==> src/rtl/btn_debounce_multi.sv <==
// rtl/btn_debounce_multi.sv - N-channel push-button debouncer with press/release pulses
// Optional auto-repeat pulses are built only when DEBOUNCE_REPEAT_EN is defined.
module btn_debounce_multi #(
    parameter int N_CH          = 4,
    parameter int STABLE_CYCLES = 2_000_000,
    parameter int ACTIVE_HIGH   = 1,
    parameter int CNT_W         = $clog2(STABLE_CYCLES + 1),
    parameter int REPEAT_DELAY  = 50_000_000,
    parameter int REPEAT_PERIOD = 10_000_000
) (
    input  logic            clk_100MHz,
    input  logic            rst_n,
    input  logic [N_CH-1:0] btn_in,
    output logic [N_CH-1:0] btn_level,
    output logic [N_CH-1:0] btn_press,
    output logic [N_CH-1:0] btn_release,
    output logic [N_CH-1:0] btn_repeat
);

    typedef enum logic [1:0] {IDLE, PRESS_WAIT, PRESSED, RELEASE_WAIT} state_t;

    localparam logic [CNT_W-1:0] CNT_MAX = CNT_W'(STABLE_CYCLES);
    localparam logic [CNT_W-1:0] CNT_ONE = CNT_W'(1);

    if (N_CH < 1 || STABLE_CYCLES < 1 || REPEAT_DELAY < 1 || REPEAT_PERIOD < 1) begin : g_bad_params
        $error("btn_debounce_multi: N_CH, STABLE_CYCLES and repeat timings must all be >= 1");
    end

    logic [N_CH-1:0]  pin_norm;
    logic [N_CH-1:0]  sync_q1;
    logic [N_CH-1:0]  sync_q2;
    state_t           state [N_CH];
    logic [CNT_W-1:0] cnt   [N_CH];

    // Polarity is normalised before the synchroniser so its reset value is always "not pressed".
    assign pin_norm = (ACTIVE_HIGH != 0) ? btn_in : ~btn_in;

    always_ff @(posedge clk_100MHz or negedge rst_n) begin
        if (!rst_n) begin
            sync_q1 <= '0;
            sync_q2 <= '0;
        end else begin
            sync_q1 <= pin_norm;
            sync_q2 <= sync_q1;
        end
    end

    always_ff @(posedge clk_100MHz or negedge rst_n) begin
        if (!rst_n) begin
            for (int i = 0; i < N_CH; i++) begin
                state[i] <= IDLE;
                cnt[i]   <= '0;
            end
            btn_level   <= '0;
            btn_press   <= '0;
            btn_release <= '0;
        end else begin
            btn_press   <= '0;
            btn_release <= '0;
            for (int i = 0; i < N_CH; i++) begin
                case (state[i])
                    IDLE: begin
                        if (sync_q2[i]) begin
                            state[i] <= PRESS_WAIT;
                            cnt[i]   <= CNT_ONE;
                        end
                    end
                    PRESS_WAIT: begin
                        if (!sync_q2[i]) begin
                            state[i] <= IDLE;
                        end else if (cnt[i] == CNT_MAX) begin
                            state[i]     <= PRESSED;
                            btn_level[i] <= 1'b1;
                            btn_press[i] <= 1'b1;
                        end else begin
                            cnt[i] <= cnt[i] + CNT_ONE;
                        end
                    end
                    PRESSED: begin
                        if (!sync_q2[i]) begin
                            state[i] <= RELEASE_WAIT;
                            cnt[i]   <= CNT_ONE;
                        end
                    end
                    RELEASE_WAIT: begin
                        if (sync_q2[i]) begin
                            state[i] <= PRESSED;
                        end else if (cnt[i] == CNT_MAX) begin
                            state[i]       <= IDLE;
                            btn_level[i]   <= 1'b0;
                            btn_release[i] <= 1'b1;
                        end else begin
                            cnt[i] <= cnt[i] + CNT_ONE;
                        end
                    end
                    default: state[i] <= IDLE;
                endcase
            end
        end
    end

`ifdef DEBOUNCE_REPEAT_EN
    localparam int HOLD_W = $clog2(REPEAT_DELAY + REPEAT_PERIOD + 1);
    localparam logic [HOLD_W-1:0] HOLD_FIRST = HOLD_W'(REPEAT_DELAY);
    localparam logic [HOLD_W-1:0] HOLD_WRAP  = HOLD_W'(REPEAT_DELAY + REPEAT_PERIOD);

    logic [HOLD_W-1:0] hold_cnt [N_CH];
    logic [HOLD_W-1:0] hold_nxt [N_CH];
    logic [N_CH-1:0]   rel_accept;

    always_comb begin
        for (int i = 0; i < N_CH; i++) begin
            hold_nxt[i]   = hold_cnt[i] + HOLD_W'(1);
            rel_accept[i] = (state[i] == RELEASE_WAIT) && !sync_q2[i] && (cnt[i] == CNT_MAX);
        end
    end

    // hold_cnt counts cycles since the press pulse; after the first repeat it loops
    // between HOLD_FIRST and HOLD_WRAP so it never needs more than HOLD_W bits.
    always_ff @(posedge clk_100MHz or negedge rst_n) begin
        if (!rst_n) begin
            for (int i = 0; i < N_CH; i++) begin
                hold_cnt[i] <= '0;
            end
            btn_repeat <= '0;
        end else begin
            btn_repeat <= '0;
            for (int i = 0; i < N_CH; i++) begin
                if (!btn_level[i] || rel_accept[i]) begin
                    hold_cnt[i] <= '0;
                end else if (hold_nxt[i] == HOLD_WRAP) begin
                    hold_cnt[i]   <= HOLD_FIRST;
                    btn_repeat[i] <= 1'b1;
                end else begin
                    hold_cnt[i]   <= hold_nxt[i];
                    btn_repeat[i] <= (hold_nxt[i] == HOLD_FIRST);
                end
            end
        end
    end
`else
    assign btn_repeat = '0;
`endif

endmodule

==> config.mk <==
export PLATFORM = sky130hd
export DESIGN_NAME = btn_debounce_multi
export DESIGN_NICKNAME = d
export VERILOG_FILES = /design/src/rtl/btn_debounce_multi.sv
export SDC_FILE = /design/constraint.sdc
export NUM_CORES = 1
export LEC_CHECK = 0
export CAP_MARGIN = 10
export CORE_MARGIN = 5
export CORE_UTILIZATION = 45
export CTS_BUF_LIST = sky130_fd_sc_hd__clkbuf_4
export CTS_CLUSTER_SIZE = 40
export DETAILED_ROUTE_END_ITERATION = 16
export SYNTH_ARGS = -nofsm -noshare
export SYNTH_HDL_FRONTEND = slang
export SYNTH_SLANG_ARGS = --single-unit
==> constraint.sdc <==
create_clock -name clk_100MHz -period 4.8 [get_ports clk_100MHz]
set_clock_uncertainty 0.1 [all_clocks]
set_input_delay 0.96 -clock clk_100MHz [delete_from_list [all_inputs] [get_ports clk_100MHz]]
set_output_delay 0.96 -clock clk_100MHz [all_outputs]
set_load 0.02 [all_outputs]
==> out/results.tsv <==
stage	metric	value	unit
floorplanning	fp.dieW	127.0	µm
placement	placed_cell_area	0.006451	mm²
global_routing	grt_pass1_wl	23350	µm
critical_path	worstRegToRegCells	6	
clock_tree	clk_latency	0.49	ns
global_routing	antenna_found_initial	0	
synth	synthFlopType	dfrtp_1	
pwr	leakagePower	2.753	nW
critical_path	slowest_delay	0.63	ns
critical_path	arrival	1.51	ns
critical_path	start_kind	register	
timing	setup_viol	0	
drt	drcViolationCount	0	
placement	io_buffer_count	17	
critical_path	worstSetupPathType	reg2out	
critical_path	worstPathCellList	clkdlybuf4s50_1	
final_layout	nNetsFinal	702	
global_routing	overflow	0	
clock_tree	cts_setup_buffers	0	
final_layout	final_common_cell	dfrtp_1	
global_routing	grt_use_total	17.34	%
min_path	worstHoldEndpoint	sync_q2[0]$_DFF_PN0_	
synth	syn-cell-area	0.006160	mm²
critical_path	end_kind	output port	
drt	drt-pass1-iter-count	5	
floorplanning	start_util	46.15	%
critical_path	critical-path-top-delay-family	buffers and inverters	
synth	yosysUniqueCellTypes	63	
run_status	status	completed	
min_path	min-delay-start	sync_q1[0]$_DFF_PN0_	
synth	ys_ff_latch	112	
clock_tree	htree_num_levels	3	
synth	ys_seq_area_share	45.50	%
final_layout	drive_gt1_share	5.789	%
clock_tree	postCtsHoldBufs	0	
critical_path	r2r_slack	2.38	ns
clock_tree	cts_resized	0	
drt	routed_wirelength	13410	µm
clock_tree	cts_buffers	9	
pwr	peakVddDrop	198.4	µV
drt	routedWlPerCell	15.47	µm
synth	synth_top_area_share	45.50	%
synth	synth-async-reset-ratio	100.0	%
synth	yosysWarnings	0	
timing	hold_viol_final	0	
final_layout	syn_to_final_growth	6.723	%
critical_path	worst-path-buf-inv	1	
timing	fmax	388.8	MHz
critical_path	startpoint	btn_level[2]$_DFFE_PN0P_	
placement	post-dp-hpwl	8944	µm
synth	synth-edff-count	0	
timing	relSlewSlack	39.60	%
global_routing	first_global_vias	4957	
clock_tree	cts_root_buffer	clkbuf_4	
critical_path	critPathRequiredTime	3.74	ns
final_layout	finalInstanceArea	0.006574	mm²
clock_tree	clock-sinks	112	
critical_path	slowest_stage	clkdlybuf4s50_1	
clock_tree	clock_path_buffers	2	
floorplanning	ios	22	
critical_path	crit_path_max_fanout	3	
critical_path	reg2reg_from	state[0]$_DFFE_PN0P_	
timing	finalCritPeriodShare	53.59	%
placement	place.gp.congestion	0.8714	
floorplanning	die_y	127.0	µm
timing	finalMaxSlewViolations	0	
global_routing	grt_max_degree	53	
timing	rsz0062_at_grt	false	
drt	drt_iter0_markers	438	
floorplanning	dieArea	0.01613	mm²
drt	drtAntennaViolNets	0	
synth	synth_area_leaders	dfrtp_1, nand2_1, nand3_1	
final_layout	final_cell_mix	dfrtp_1, nand2_1, nand3_1, nor2_1, o21ai_1	
min_path	hold_class	reg2reg	
pwr	power.total	1.669	mW
pwr	power.density	253.8	mW/mm²
timing	min_period	2.572	ns
drt	vias_per_cell	5.924	
floorplanning	rows	42	
min_path	worstHoldPathCells	0	
clock_tree	clkTransAtPathRegs	0.16	ns
timing	setup_tns	0	ns
final_layout	n_antenna_cell	0	
timing	tightest_slew	0.9029	ns
synth	postSynthAreaPerCell	8.966	µm²
drt	vias	5136	
clock_tree	cts_tree	yes	
run	cap_violations	0	
synth	syn_inst	687	
synth	yosys.area.top_type	dfrtp_1	
floorplanning	core_area	0.01335	mm²
critical_path	reg2reg_to	cnt[5]$_DFFE_PN0P_	
routing by layer:
layer	track usage, %	wire length [µm]	share of wire (%)
met5	0	0	0
met4	4.858	142	1.1
met3	4.132	603	4.5
met2	27.46	6120	46
met1	23.96	6543	49
how the worst max path moves through the flow:
stage | endpoint | slack, ns | cells after the start
after global routing | btn_level[2] | 2.12 | 1
after detailed placement | cnt[83]$_DFFE_PN0P_ | 2.41 | 5
after floorplan | cnt[81]$_DFFE_PN0P_ | 2.86 | 8
after CTS | btn_level[2] | 2.17 | 1
final | btn_level[2] | 2.23 | 1
after global placement | cnt[83]$_DFFE_PN0P_ | 2.47 | 5
cell type report:
class | instances | area (µm²)
Fill cell | 1274 | 6774
Clock buffer | 10 | 75.07
Clock inverter | 4 | 47.55
Sequential cell | 112 | 2803
Timing Repair Buffer | 25 | 227.7
Tap cell | 176 | 220.2
Inverter | 28 | 105.1
Multi-Input combinational cell | 512 | 3095
kinds of logic after synthesis:
| family | Yosys count | synth area share, % |
|---|---|---|
| other | 1 | 0.06088 |
| buffers and inverters | 66 | 4.550 |
| AO/OA/AOI/OAI | 151 | 15.93 |
| adder cells (fa/ha/maj) | 8 | 1.625 |
| XOR/XNOR | 7 | 0.9953 |
| multiplexers | 17 | 2.783 |
| flip-flops | 112 | 45.50 |
| AND/OR/NAND/NOR | 325 | 28.56 |
report_power, final:
group / internal [mW] / switching [mW] / total (mW) / leakage (nW)
logic: 0.0584 / 0.101 / 0.160 / 1.17
registers: 0.981 / 0.0639 / 1.04 / 1.52
clock network: 0.158 / 0.307 / 0.464 / 0.0681
total: 1.20 / 0.472 / 1.67 / 2.75
registers in the layout, indices dropped and copies added (netlist names), named ones only:
name         count
sync_q1          4
cnt             84
sync_q2          4
btn_level        4
btn_press        4
btn_release      4
state            4
metrics by stage:
step / setup slack, ns / hold slack (ns) / util, % / cells
floorplan: 2.859 / 0.2312 / - / 690
global placement: 2.474 / 0.2335 / 48.33 / 853
detailed placement: 2.412 / 0.2347 / 48.33 / 853
CTS: 2.170 / 0.2712 / 49.25 / 867
global route: 2.124 / 0.2793 / 49.25 / 867
finish: 2.228 / 0.2663 / 49.25 / 867
synth_stat cells, drive strengths merged (2+ instances only):
master	number
a211o	4
a21o	7
a21oi	26
a22o	12
a22oi	2
a2bb2oi	2
a31oi	10
a41o	2
a41oi	2
and2	10
and3	11
and4	6
buf	11
clkbuf	27
dfrtp	112
ha	8
inv	28
mux2i	16
nand2	90
nand2b	2
nand3	52
nand3b	8
nand4	21
nand4b	4
nor2	40
nor2b	2
nor3	17
nor3b	3
nor4	18
nor4b	9
nor4bb	2
o211ai	8
o21ai	52
o22ai	3
o31ai	6
o41ai	8
or2	5
or3	10
or4	14
xnor2	4
xor2	3
No activity file was read; power rests on OpenSTA's default activity.
